--- src/rtl/bcd_uart_formatter.sv ---
// Formats four BCD digits into an ASCII frame and writes it byte by byte into the UART TX FIFO.
// Latency: first byte 1 cycle after start, then one byte per cycle. Backpressure: tx_full holds the current byte, nothing is dropped.
module bcd_uart_formatter #(
    parameter int DP_POS     = 1,
    parameter int LEAD_BLANK = 1,
    parameter int EOL        = 1
) (
    input  logic       clk,
    input  logic       reset,
    input  logic       start,
    input  logic [3:0] bcd3,
    input  logic [3:0] bcd2,
    input  logic [3:0] bcd1,
    input  logic [3:0] bcd0,
    input  logic       tx_full,
    output logic       wr_uart,
    output logic [7:0] w_data,
    output logic       ready,
    output logic       done_tick
);

    localparam int HAS_DP = (DP_POS != 0) ? 1 : 0;
    // Digit slot (0 = most significant) sitting immediately left of the point.
    localparam int DP_K   = 3 - DP_POS;
    localparam int NDIG   = 4 + HAS_DP;
    localparam int N      = NDIG + 2 * ((EOL != 0) ? 1 : 0);
    localparam logic [2:0] LAST = 3'(N - 1);

    typedef enum logic [1:0] {
        IDLE = 2'd0,
        SEND = 2'd1,
        DONE = 2'd2
    } state_t;

    state_t     state_q;
    state_t     state_d;
    logic [2:0] idx_q;
    logic [2:0] idx_d;
    logic       latch;
    logic [3:0] dig [4];
    logic [7:0] dig_char [4];
    logic [7:0] frame [8];
    logic       zero_run;

    always_ff @(posedge clk or posedge reset) begin
        if (reset) begin
            state_q <= IDLE;
            idx_q   <= 3'd0;
            for (int k = 0; k < 4; k++) begin
                dig[k] <= 4'd0;
            end
        end else begin
            state_q <= state_d;
            idx_q   <= idx_d;
            if (latch) begin
                dig[0] <= bcd3;
                dig[1] <= bcd2;
                dig[2] <= bcd1;
                dig[3] <= bcd0;
            end
        end
    end

    // A digit blanks only while it and everything more significant are zero.
    always_comb begin
        zero_run = 1'b1;
        for (int k = 0; k < 4; k++) begin
            zero_run = zero_run & (dig[k] == 4'd0);
            if ((LEAD_BLANK != 0) && (k < DP_K) && zero_run) begin
                dig_char[k] = 8'h20;
            end else if (dig[k] <= 4'd9) begin
                dig_char[k] = {4'h3, dig[k]};
            end else begin
                dig_char[k] = 8'h3F;
            end
        end
    end

    always_comb begin
        for (int i = 0; i < 8; i++) begin
            frame[i] = 8'h00;
        end
        for (int k = 0; k < 4; k++) begin
            frame[k + (((HAS_DP != 0) && (k > DP_K)) ? 1 : 0)] = dig_char[k];
        end
        if (HAS_DP != 0) begin
            frame[DP_K + 1] = 8'h2E;
        end
        if (EOL != 0) begin
            frame[NDIG]     = 8'h0D;
            frame[NDIG + 1] = 8'h0A;
        end
    end

    always_comb begin
        state_d   = state_q;
        idx_d     = idx_q;
        latch     = 1'b0;
        ready     = 1'b0;
        wr_uart   = 1'b0;
        w_data    = 8'h00;
        done_tick = 1'b0;
        case (state_q)
            IDLE: begin
                ready = 1'b1;
                if (start) begin
                    latch   = 1'b1;
                    idx_d   = 3'd0;
                    state_d = SEND;
                end
            end
            SEND: begin
                w_data  = frame[idx_q];
                wr_uart = !tx_full;
                if (!tx_full) begin
                    if (idx_q == LAST) begin
                        state_d = DONE;
                    end else begin
                        idx_d = idx_q + 3'd1;
                    end
                end
            end
            DONE: begin
                done_tick = 1'b1;
                state_d   = IDLE;
            end
            default: state_d = IDLE;
        endcase
    end

endmodule

--- config.mk ---
export PLATFORM = sky130hd
export DESIGN_NAME = bcd_uart_formatter
export DESIGN_NICKNAME = d
export VERILOG_FILES = /design/src/rtl/bcd_uart_formatter.sv
export SDC_FILE = /design/constraint.sdc
export NUM_CORES = 1
export LEC_CHECK = 0
export BUFFER_PORTS_ARGS = -buffer_cell sky130_fd_sc_hd__buf_2
export CAP_MARGIN = 5
export CORE_MARGIN = 1
export CORE_UTILIZATION = 50
export CTS_BUF_LIST = sky130_fd_sc_hd__clkbuf_8
export DETAILED_ROUTE_END_ITERATION = 8
export GPL_TIMING_DRIVEN = 0
export PLACE_DENSITY = 0.76
export SETUP_SLACK_MARGIN = 0.4
export SYNTH_ARGS = -nofsm -noshare
export SYNTH_HDL_FRONTEND = slang
export SYNTH_SLANG_ARGS = --single-unit
--- constraint.sdc ---
create_clock -name clk -period 1.79 [get_ports clk]
set_input_delay 0.358 -clock clk [delete_from_list [all_inputs] [get_ports clk]]
set_output_delay 0.358 -clock clk [all_outputs]
set_load 0.02 [all_outputs]
==> results of run 1 <==
layout by cell type (no fill, tap or decap), drive strengths merged, types with 2 or more instances in the layout:
cell type and instances:
ha 3, a211o 4, conb 2, nor3 3, a211oi 5, nand3 5, mux2 15, a21oi 8
o21ai 8, or3 2, buf 60, clkbuf 4, o41ai 2, inv 7, nor2 7, nor2b 4
dfrtp 21, nand2 5
timing repair:
action	CTS	global route
buffers inserted	19	5
setup endpoints to repair	19	30
cloned	1	0
pin swaps	7	8
gates resized for setup	46	20
logic make-up (layout without fill, tap and decap cells):
logic type / Yosys count / after routing / synth area share [%]
AOI/OAI and AO/OA: 34 / 34 / 18.3
and+or+nand+nor: 29 / 29 / 11.9
DFF: 21 / 21 / 42.2
muxes: 16 / 16 / 16.8
buffers and inverters: 15 / 72 / 7.53
adders and majority gates: 3 / 3 / 3.01
other: 1 / 2 / 0.301
registers in the layout, summed over array words and instances, names as in the netlist:
signal and cells:
dig 16, idx_q 3, state_q 2
cell type report:
class	instances	area (um2)
flip-flops and latches	21	531
well taps	28	35.0
fillers	103	268
multi-input cells	84	818
plain buffers	8	100
clock buffers	3	41.3
clock inverters	1	5.00
inverters	7	28.8
repair buffers	53	449
Yosys cell counts:
cell / number
nand2_1: 5
buf_4: 3
and2_4: 1
a31oi_1: 1
conb_1: 1
o22ai_1: 1
nor3_1: 3
mux2i_1: 1
nor2_2: 1
o21ai_0: 8
o311ai_0: 1
nand3_1: 5
nor2_1: 6
nor2b_1: 4
o41ai_1: 2
buf_12: 1
nor4b_1: 1
mux2_4: 8
dfrtp_1: 21
a2111oi_1: 1
a21oi_1: 8
a32oi_1: 1
inv_1: 6
ha_1: 3
mux2_2: 7
a211oi_1: 5
a211o_1: 4
a22o_1: 1
clkbuf_1: 1
nand2b_1: 1
inv_2: 1
buf_2: 2
or3_1: 2
buf_6: 1
o31a_1: 1
power by group:
| group | switching (W) | total, W | leakage [nW] | internal [W] |
|---|---|---|---|---|
| combinational | 0.00110 | 0.00240 | 0.655 | 0.00130 |
| clock | 0.000154 | 0.000309 | 0.0255 | 0.000155 |
| sequential | 0.000293 | 0.000997 | 0.247 | 0.000703 |
| total | 0.00155 | 0.00371 | 0.928 | 0.00216 |
stage by stage:
stage          hold WS [ps]  setup TNS (ps)  cells  utilization, %  worst slack (ps)
3_3_place_gp            506           -8.95    176            66.6             -8.95
6_report                247           -1050    205            88.2              -221
3_5_place_dp            494           -37.7    176            66.6             -22.3
2_1_floorplan           334               0    120               -               172
5_1_grt                 279           -1300    205            88.2              -288
4_1_cts                 259            -795    200            83.0              -187
final timing paths:
path	from	to	slack, ps	depth (start not counted)
setup reg to reg	state_q[1]$_DFFE_PP0P_	dig[11]$_DFFE_PP0P_	140	8
max in group asynchronous	reset	dig[11]$_DFFE_PP0P_	980	2
min in group clk	bcd1[0]	dig[4]$_DFFE_PP0P_	320	3
hold reg to reg	dig[12]$_DFFE_PP0P_	dig[12]$_DFFE_PP0P_	540	1
setup / recovery	idx_q[0]$_DFFE_PP0P_	w_data[2]	-220	6
hold / removal	reset	dig[7]$_DFFE_PP0P_	250	2
per-layer routing:
layer | share of wire, % | vias to the layer above | track usage, %
li1 | - | 550 | -
met1 | 41 | 607 | 35.3
met2 | 51 | 61 | 47.9
met3 | 4.7 | 16 | 4.68
met4 | 3.7 | 0 | 18.0
met5 | 0 | - | 0
==> results by group, run 1 <==
Status
  • Outcome: finished, violations left
  • Violated checks: negative setup slack

Clock network
  • Clk_lat worst skew: 260 ps
  • Bufs on Longest Clock Path: 2
  • Root buf cell: clkbuf_8
  • Clock Pin Slew Worst Setup and Hold Paths: 80 ps
  • Number of buffers created by CTS: 3
  • Sink Count: 21
  • CTS tree: yes
  • H-Tree Depth: 1
  • CTS Hold Bufs: 0

Synth
  • Syn Std Cell Area: 1250 um2
  • Post-synth top area share: 42.2%
  • Top cells by area, synth: dfrtp_1 42%, mux2_4 9.6%, mux2_2 6.3%
  • Cell variety after synth: 35
  • #FFs+latches synth: 21
  • Seq/Total Area, Yosys: 42.2%
  • Post-Syn Instances: 119
  • Synth warn: 0
  • Avg Cell Area, Syn: 10.5 um2
  • Synth area leader: dfrtp_1

Floorplan
  • Die H: 51.9 um
  • Die X: 51.9 um
  • I/O pins: 31
  • Core Area: 2280 um2
  • Die area: 2700 um2
  • Initial Util: 54.8%
  • # rows: 17

Worst setup path
  • Crit path cell chain: buf_6, a211o_1, a21oi_2, o31a_1, nor3_2, buf_4
  • Buf+Inv Stages, Crit Path: 2
  • CP max-delay cell: dfrtp_2
  • CP Launch Type: flip-flop
  • Crit Path Category: reg -> out
  • Crit-path max FO: 4
  • CP Capture Type: output pin
  • CP delay by family, top: compound AO/OA/AOI/OAI gates
  • CP Data Arrival Time: 1650 ps
  • CP max stage delay: 480 ps
  • CP Data Required Time: 1430 ps

Timing
  • Slew Viols, Final: 0
  • Hold Vio Cnt, Final: 0
  • Final period util: 112%
  • FMAX: 0.497 GHz
  • # setup viols final: 6
  • Tmin final: 2010 ps
  • Final WS setup: -221 ps
  • Worst Clk Skew: 1.26 ps
  • Worst-margin pin slew: 824 ps
  • Relative slew slack: 45.0%
  • RSZ-0062 raised after global routing: yes

Global routing
  • Vias in the first global route: 1219
  • Antenna violations before repair: 0
  • GRT Total Usage: 29.1%
  • First-pass GRT wire length: 5.56 mm
  • Largest net degree at the start of global routing: 22
  • Grt ovf: 0

Placement
  • DP Area: 1520 um2
  • Final GP Congestion: 0.836
  • IO Port Bufs: 28
  • DP HPWL: 1.94 mm

Power and ir drop
  • Maximum VDD drop: 1.39 mV
  • PD cells: 1850 nW/um2
  • Leakage power: 0.928 nW
  • Final Power: 0.00371 W

Final layout
  • Nets: 201
  • # diodes: 0
  • Syn-to-layout area delta: 61.1%
  • Layout cells sized above 1: 63.8%
  • Design area: 2010 um2

Flow run
  • Max_cap viols: 0

Hold path
  • Hold Crit Class: in -> async

Route
  • First drt pass iteration count: 4
  • DRC viols: 0
  • Via/cell ratio: 6.02
  • Wirelength per Cell: 18.9 um
  • Total number of vias: 1234
  • ANT nets after route: 0
  • Drt initial violations: 48
  • Final wirelength: 3.88 mm
Note: power is estimated with default switching activity, not from simulation.
==> inputs of run 2 (changes only) <==
--- a/config.mk
+++ b/config.mk
@@ -6,13 +6,14 @@
 export NUM_CORES = 1
 export LEC_CHECK = 0
 export BUFFER_PORTS_ARGS = -buffer_cell sky130_fd_sc_hd__buf_2
-export CAP_MARGIN = 5
+export CAP_MARGIN = 0
 export CORE_MARGIN = 1
 export CORE_UTILIZATION = 50
 export CTS_BUF_LIST = sky130_fd_sc_hd__clkbuf_8
 export DETAILED_ROUTE_END_ITERATION = 8
 export GPL_TIMING_DRIVEN = 0
 export PLACE_DENSITY = 0.76
+export REMOVE_ABC_BUFFERS = 1
 export SETUP_SLACK_MARGIN = 0.4
 export SYNTH_ARGS = -nofsm -noshare
 export SYNTH_HDL_FRONTEND = slang
==> results by group, run 2 (synthesized netlist as in run 1, its figures left out) <==
Timing
  • Hold WS: 231 ps
  • Worst-margin pin slew: 798 ps
  • Relative slew slack: 46.7%
  • Final WS setup: -261 ps
  • # setup viols final: 5
  • Final period util: 115%
  • RSZ-0062 raised after global routing: yes
  • Hold Vio Cnt, Final: 0
  • Tmin final: 2050 ps
  • Worst Clk Skew: 3.37 ps
  • FMAX: 0.488 GHz
  • Slew Viols, Final: 0

Worst setup path
  • CP Capture Type: output pin
  • Crit-path max FO: 3
  • Crit path launch: idx_q[0]$_DFFE_PP0P_
  • R2r worst-path depth: 4
  • Crit Path Category: reg -> out
  • R2R Setup Slk: 380 ps
  • CP Launch Type: flip-flop
  • End of the worst register-to-register path: dig[15]$_DFFE_PP0P_
  • CP Data Required Time: 1430 ps
  • Crit path to: w_data[1]
  • CP Data Arrival Time: 1690 ps
  • FF-to-FF Start: state_q[1]$_DFFE_PP0P_

Global routing
  • Vias in the first global route: 1153
  • GRT Total Usage: 28.6%
  • Grt ovf: 0
  • Largest net degree at the start of global routing: 22
  • Antenna violations before repair: 0
  • First-pass GRT wire length: 5.43 mm

Clock network
  • Sink Count: 21
  • CTS tree: yes
  • Clock Pin Slew Worst Setup and Hold Paths: 80 ps
  • Clk_lat worst skew: 260 ps
  • H-Tree Depth: 1
  • Number of buffers created by CTS: 3
  • Root buf cell: clkbuf_8
  • Bufs on Longest Clock Path: 2

Floorplan
  • # rows: 17
  • Die area: 2700 um2
  • Die X: 51.9 um
  • I/O pins: 31
  • Die H: 51.9 um
  • Initial Util: 54.8%
  • Core Area: 2280 um2

Status
  • Outcome: finished, violations left
  • Violated checks: negative setup slack

Route
  • Wirelength per Cell: 19.3 um
  • DRC viols: 0
  • Final wirelength: 3.76 mm
  • Drt initial violations: 43
  • First drt pass iteration count: 4
  • Total number of vias: 1184
  • ANT nets after route: 0
  • Via/cell ratio: 6.07

Final layout
  • Nets: 191
  • Design area: 1810 um2
  • Non-filler cells, final: 195
  • Layout cells sized above 1: 60.5%
  • Final Util: 79.3%
  • Most frequent cells in the layout: 19 x buf_2, 19 x buf_4, 15 x mux2_4
  • # diodes: 0
  • Largest register FFs: 16
  • Register with the most flip-flops: dig
  • Syn-to-layout area delta: 44.9%
  • Largest registers: dig x16, idx_q x3, state_q x2

Power and ir drop
  • PD cells: 1930 nW/um2
  • Maximum VDD drop: 1.64 mV
  • Final Power: 0.00348 W
  • Leakage power: 0.832 nW

Placement
  • Final GP Congestion: 0.861
  • DP Area: 1360 um2
  • Placed cells: 168
  • IO Port Bufs: 28
  • DP HPWL: 1.86 mm

Flow run
  • Max_cap viols: 0

Hold path
  • Hold Crit Class: in -> async
## run 2: changes by cell type in the layout (fill, tap and decap cells not counted), sizes merged
cell    previous run  this run
clkbuf             4         3
buf               60        49
and2               1         3
## run 2: timing repair
action	4_1_cts	5_1_grt
resized for setup	36	33
setup buffers	16	5
pin swaps	11	15
cloned	2	0
endpoints found under the setup margin	21	26
hold buffers	0	0
## run 2: worst min-delay path by stage
| stage | cells after the start | from | end | slack, ps |
|---|---|---|---|---|
| 6_report | 2 | reset | dig[5]$_DFFE_PP0P_ | 230 |
| 3_3_place_gp | 1 | dig[0]$_DFFE_PP0P_ | dig[0]$_DFFE_PP0P_ | 500 |
| 3_5_place_dp | 1 | dig[0]$_DFFE_PP0P_ | dig[0]$_DFFE_PP0P_ | 500 |
| 2_1_floorplan | 1 | reset | dig[0]$_DFFE_PP0P_ | 330 |
| 5_1_grt | 2 | reset | dig[0]$_DFFE_PP0P_ | 300 |
| 4_1_cts | 2 | reset | dig[14]$_DFFE_PP0P_ | 260 |
## run 2: through the flow
step / setup TNS (ps) / setup slack [ps]
6_report: -978 / -261
3_3_place_gp: -262 / -165
3_5_place_dp: -315 / -245
5_1_grt: -1260 / -275
4_1_cts: -909 / -221
2_1_floorplan: -343 / -174
## run 2: critical path, stage by stage (launching register included)
cell	delay [ps]
dfrtp_2	430
buf_6	120
a211oi_2	40
or3_4	400
a211oi_4	280
buf_6	160
## run 2: final cells by class
cell class / instances / area (um2)
Multi-Input combinational cell: 86 / 796
Sequential cell: 21 / 534
Fill cell: 151 / 470
Timing Repair Buffer: 49 / 365
Clock buffer: 3 / 41.3
Tap cell: 28 / 35.0
Inverter: 7 / 28.8
Clock inverter: 1 / 5.00
## run 2: report_power, final
group,switching (W),leakage (nW),internal [W]
combinational,0.000995,0.563,0.00114
sequential,0.000309,0.243,0.000709
clock,0.000167,0.0255,0.000155
## run 2: layer usage
layer | GRT usage [%] | vias to the layer above | part of all wire (%)
met5 | 0 | - | 0
met4 | 14.9 | 0 | 4.3
met3 | 6.14 | 14 | 7.0
met2 | 51.1 | 66 | 53
met1 | 31.1 | 579 | 36
li1 | - | 525 | -
